<file path="config.mk">
export PLATFORM = sky130hd
export DESIGN_NAME = branch_pred_ctrl
export DESIGN_NICKNAME = d
export VERILOG_FILES = /design/src/rtl/branch_pred_ctrl.sv
export SDC_FILE = /design/constraint.sdc
export NUM_CORES = 1
export LEC_CHECK = 0
export CORE_MARGIN = 4
export CORE_UTILIZATION = 30
export DETAILED_ROUTE_END_ITERATION = 6
export GPL_TIMING_DRIVEN = 0
export PLACE_DENSITY = 0.69
export SYNTH_ARGS = -nofsm -noshare
export SYNTH_HDL_FRONTEND = slang
export SYNTH_SLANG_ARGS = --single-unit
</file>
<file path="constraint.sdc">
create_clock -name clk -period 8.46 [get_ports clk]
set_input_delay 1.692 -clock clk [delete_from_list [all_inputs] [get_ports clk]]
set_output_delay 1.692 -clock clk [all_outputs]
set_load 0.02 [all_outputs]
</file>
<file path="src/rtl/branch_pred_ctrl.sv">
// Write-port owner for the BHT/PHT predictor: sequential table clear, resolved-branch
// updates, mispredict redirect and saturating branch statistics.
module branch_pred_ctrl #(
  parameter int         BHT_WIDTH = 10,
  parameter int         PHT_WIDTH = 4,
  parameter logic [1:0] PHT_INIT  = 2'b10
) (
  input  logic                 clk,
  input  logic                 rst,
  input  logic                 clear_req,
  input  logic                 branch_M,
  input  logic                 stall_M,
  input  logic                 pred_take_M,
  input  logic                 actual_take_M,
  input  logic [31:0]          pc_M,
  input  logic [31:0]          target_M,
  input  logic [PHT_WIDTH-1:0] bht_rdata,
  input  logic [1:0]           pht_rdata,
  output logic [BHT_WIDTH-1:0] bht_raddr,
  output logic                 bht_we,
  output logic [BHT_WIDTH-1:0] bht_waddr,
  output logic [PHT_WIDTH-1:0] bht_wdata,
  output logic                 pht_we,
  output logic [PHT_WIDTH-1:0] pht_waddr,
  output logic [1:0]           pht_wdata,
  output logic                 pred_en,
  output logic                 busy,
  output logic                 mispredict_M,
  output logic [31:0]          redirect_pc,
  output logic [31:0]          branch_cnt,
  output logic [31:0]          mispred_cnt
);

  typedef enum logic {S_CLEAR, S_IDLE} state_t;

  localparam logic [BHT_WIDTH-1:0] IDX_LAST = '1;
  localparam logic [BHT_WIDTH-1:0] IDX_ONE  = BHT_WIDTH'(1);

  state_t               state_q, state_d;
  logic [BHT_WIDTH-1:0] idx_q, idx_d;
  logic [31:0]          branch_cnt_q, branch_cnt_d;
  logic [31:0]          mispred_cnt_q, mispred_cnt_d;
  logic                 upd;

  function automatic logic [1:0] pht_next(input logic [1:0] cur, input logic taken);
    if (taken) return (cur == 2'b11) ? 2'b11 : cur + 2'd1;
    else       return (cur == 2'b00) ? 2'b00 : cur - 2'd1;
  endfunction

  function automatic logic [31:0] sat_inc(input logic [31:0] v);
    return (v == 32'hFFFF_FFFF) ? v : v + 32'd1;
  endfunction

  assign bht_raddr   = pc_M[BHT_WIDTH+1:2];
  assign branch_cnt  = branch_cnt_q;
  assign mispred_cnt = mispred_cnt_q;

  always_comb begin
    state_d       = state_q;
    idx_d         = idx_q;
    bht_we        = 1'b0;
    bht_waddr     = '0;
    bht_wdata     = '0;
    pht_we        = 1'b0;
    pht_waddr     = '0;
    pht_wdata     = 2'b00;
    busy          = 1'b1;
    pred_en       = 1'b0;
    redirect_pc   = 32'd0;
    // A branch held in M counts once, on the cycle it finally leaves.
    upd           = branch_M & ~stall_M & ~rst;
    mispredict_M  = upd & (pred_take_M ^ actual_take_M);
    if (mispredict_M) redirect_pc = actual_take_M ? target_M : pc_M + 32'd8;

    case (state_q)
      S_CLEAR: begin
        bht_we    = 1'b1;
        bht_waddr = idx_q;
        if (idx_q[BHT_WIDTH-1:PHT_WIDTH] == '0) begin
          pht_we    = 1'b1;
          pht_waddr = idx_q[PHT_WIDTH-1:0];
          pht_wdata = PHT_INIT;
        end
        if (clear_req) begin
          idx_d = '0;
        end else if (idx_q == IDX_LAST) begin
          state_d = S_IDLE;
          idx_d   = '0;
        end else begin
          idx_d = idx_q + IDX_ONE;
        end
      end
      default: begin
        busy    = 1'b0;
        pred_en = 1'b1;
        if (upd) begin
          bht_we    = 1'b1;
          bht_waddr = bht_raddr;
          bht_wdata = {bht_rdata[PHT_WIDTH-2:0], actual_take_M};
          pht_we    = 1'b1;
          pht_waddr = bht_rdata;
          pht_wdata = pht_next(pht_rdata, actual_take_M);
        end
        if (clear_req) begin
          state_d = S_CLEAR;
          idx_d   = '0;
        end
      end
    endcase

    // Reset must silence the table ports without waiting for a clock edge.
    if (rst) begin
      bht_we  = 1'b0;
      pht_we  = 1'b0;
      busy    = 1'b1;
      pred_en = 1'b0;
    end

    branch_cnt_d  = upd          ? sat_inc(branch_cnt_q)  : branch_cnt_q;
    mispred_cnt_d = mispredict_M ? sat_inc(mispred_cnt_q) : mispred_cnt_q;
  end

  always_ff @(posedge clk or posedge rst) begin
    if (rst) begin
      state_q       <= S_CLEAR;
      idx_q         <= '0;
      branch_cnt_q  <= 32'd0;
      mispred_cnt_q <= 32'd0;
    end else begin
      state_q       <= state_d;
      idx_q         <= idx_d;
      branch_cnt_q  <= branch_cnt_d;
      mispred_cnt_q <= mispred_cnt_d;
    end
  end

endmodule
</file>
==> flow_summary.toml <==
[drt]
drtPass1Iterations = 5
vias_per_cell = 5.06
wl_per_cell_um = 16.8
dr_total_vias = 5172
dr.first_iter.drc_count = 186
drtAntennaViolNets = 0
routed_wl_um = 17200
post-route-drc-count = 0

[placed_design]
hpwl_um = 13500
gp_congestion = 0.892
io_buffers = 206
place_ws_ns = 1.87
dp_cells = 1006

[hold_path]
hold_path.class = "flip-flop to flip-flop"

[clock_tree]
cts_hold_buf = 0
cts_resized = 0
htreeDepth = 3
cts-root-buf = "clkbuf_16"
clk_latency_ns = 0.34
numClockSinks = 75
cts_post_setup_buffers_inserted = 0
cts_tree = "built"
cts_made_buffers = 9
clk_pin_slew_ns = 0.06
clock_path_buffers = 2

[synth]
syn-cell-area_um2 = 5020
synthArstFlopShare_pct = 100
ys_types = 51
ys.flop_type = "dfrtp_1"
syn_area_per_cell_um2 = 8.67
synth_top_area_share_pct = 37.4
syn_nets = 660
synth_warnings = 0
netlist_instances = 579
yosysSeqAreaShare_pct = 37.4
synth_edf_count = 0
synth_top_cell_by_area = "dfrtp_1"
synth_seq_cells = 75
synthTopCellsByArea = "dfrtp_1 (37%), xnor2_1 (8.9%), xor2_1 (6.1%)"

[setup_path]
crit_slowest_cell = "nor4_2"
crit_top_cell = "clkdlybuf4s50_1"
worstSetupPathType = "primary input to primary output"
cpPeakStageDelay_ns = 0.71
cp_cell_sequence = "clkdlybuf4s50_1, ha_1, nand4_1, nor4_2, nand2_1, mux2i_1, o311ai_0, clkdlybuf4s50_1"
crit_fanout = 7
worst_ep_required_time_ns = 6.77
critPathCaptureType = "primary output"
cp.arrival_ns = 4.85
worst_setup_path_start_kind = "primary input"

[grt]
grtUsageMet3_pct = 6.03
busiest_layer = "met2"
grt_max_degree = 65
grt_overflow = 0
grt_pass1_vias = 5023
grt.total_usage_pct = 17.8
antenna_found_initial = 0
met2_usage_pct = 29.4
grt_use_met1_pct = 22.0
grt_pass1_wl_um = 26400

[final_layout]
syn2layout_area_growth_pct = 52.5
fin_cells = 1022
num-fill-cells = 1641
multi_input_area_um2 = 2920
layout.nets = 878
layout-drive-gt1-share_pct = 5.62
seq_area_um2 = 1880

[timing]
worst_clock_skew_ns = 0.00778
fin_crit_sh_pct = 77.3
setup_ws_ns = 1.92
setup_violations = 0
relSlewSlack_pct = 45.8
report.final.slew_viol_count = 0
worstMarginPinSlew_ns = 0.810
hold_violations = 0
fin_crit_ns = 6.54
fmax_ghz = 0.153
rsz0062_at_grt = "false"
totalNegativeSetupSlack_ns = 0

[power_and_ir_drop]
seqPwrFrac_pct = 41.2
pwr_density_cell_nw_per_um2 = 131
p_int_mw = 0.702
p_clk_share_pct = 35.3
p_leak_nw = 3.01
switchingPower_mw = 0.299
p_comb_share_pct = 23.5
vdd_drop_max_mv = 0.0930
switching_share_pct = 29.8

[outcome]
status = "finished clean"

[die]
initial_core_util_pct = 30.5
coreArea_um2 = 16500
dieArea_um2 = 18900
die_width_um = 137
ioPinCount = 208
fp.dieH_um = 137
rows = 47

[flow_run]
cap_violations = 0
[registers in the layout, indices dropped and copies added (netlist names)]
name         cells
branch_cnt      32
idx_q           10
mispred_cnt     32
state_q          1
[synthesized netlist by cell type, types with 9 or more instances]
master and n:
dfrtp_1 75, nand2_1 53, xnor2_1 51, nand3_1 48, nor2_1 44, xor2_1 35
a21oi_1 29, o21ai_0 29, nand4_1 28, nor3_1 20, clkbuf_1 18, inv_1 18
and3_1 17, and4_1 13, buf_4 10, mux2i_1 9
[layer usage]
metal | up-vias | part of all wire [%]
met2 | 191 | 48
met1 | 2469 | 41
met5 | - | 0
li1 | 2493 | -
met3 | 19 | 9.3
met4 | 0 | 1.8
[placed cells by master (no fill, tap or decap), types with 9 or more instances in the layout]
master and count:
a21oi_1 29, and3_1 17, and4_1 13, buf_4 10
clkbuf_1 19, clkbuf_16 9, clkdlybuf4s50_1 206, dfrtp_1 75
inv_1 17, mux2i_1 9, nand2_1 53, nand3_1 48
nand4_1 28, nor2_1 44, nor3_1 20, o21ai_0 29
xnor2_1 51, xor2_1 35
[final cells by class]
class                           instances  area share (%)
Antenna cell                            1          0.0327
Buffer                                 32            2.07
Clock buffer                           11            3.17
Clock inverter                          4           0.343
Inverter                               18           0.915
Multi-Input combinational cell        454            38.1
Sequential cell                        75            24.5
Tap cell                              220            3.59
Timing Repair Buffer                  207            27.3
[path summary, 6_finish.rpt]
| check | to | cells past startpoint | slack [ns] | start |
|---|---|---|---|---|
| max in group asynchronous | mispred_cnt[23] | 3 | 6.18 | rst |
| setup reg to reg | branch_cnt[1] | 6 | 6.23 | branch_cnt[12] |
| hold / removal | branch_cnt[31] | 1 | 0.49 | branch_cnt[31] |
| min in group asynchronous | idx_q[1] | 2 | 1.70 | rst |
| setup / recovery | redirect_pc[31] | 8 | 1.92 | pc_M[3] |
| hold reg to reg | branch_cnt[31] | 1 | 0.49 | branch_cnt[31] |
[critical path, delay by kind of cell]
| kind | cells | cell delay (ns) |
|---|---|---|
| AO/OA/AOI/OAI | 1 | 0.31 |
| adder cells (fa/ha/maj) | 1 | 0.27 |
| AND/OR/NAND/NOR | 3 | 1.02 |
| multiplexers | 1 | 0.14 |
| buffers and inverters | 2 | 1.41 |
[metrics by stage]
stage	hold slack, ns	instance area [um2]	utilization [%]	power (mW)
2_1_floorplan	0.488	5020	-	0.517
3_3_place_gp	0.472	7360	44.7	0.648
3_5_place_dp	0.483	7390	44.9	0.654
4_1_cts	0.491	7660	46.5	1.02
5_1_grt	0.504	7660	46.5	1.05
6_report	0.488	7660	46.5	1.00
[power groups by stage]
stage,clock network [mW],registers [mW],logic (mW)
2_1_floorplan,0,0.434,0.0827
6_report,0.354,0.412,0.235
3_5_place_dp,0,0.418,0.236
4_1_cts,0.366,0.412,0.238
5_1_grt,0.381,0.418,0.254
3_3_place_gp,0,0.417,0.232
[cell families (layout without fill, tap and decap cells)]
group                    after synthesis  count (layout)  share of synthesized area (%)
flip-flops                            75              75                           37.4
AO/OA/AOI/OAI                         83              83                           9.94
AND/OR/NAND/NOR                      266             266                           29.1
multiplexers                          13              13                           2.69
adder cells (fa/ha/maj)                6               6                           1.40
other                                  0               1                              0
buffers and inverters                 50             272                           4.51
XOR/XNOR                              86              86                           15.0
No activity file was read; power rests on OpenSTA's default activity.
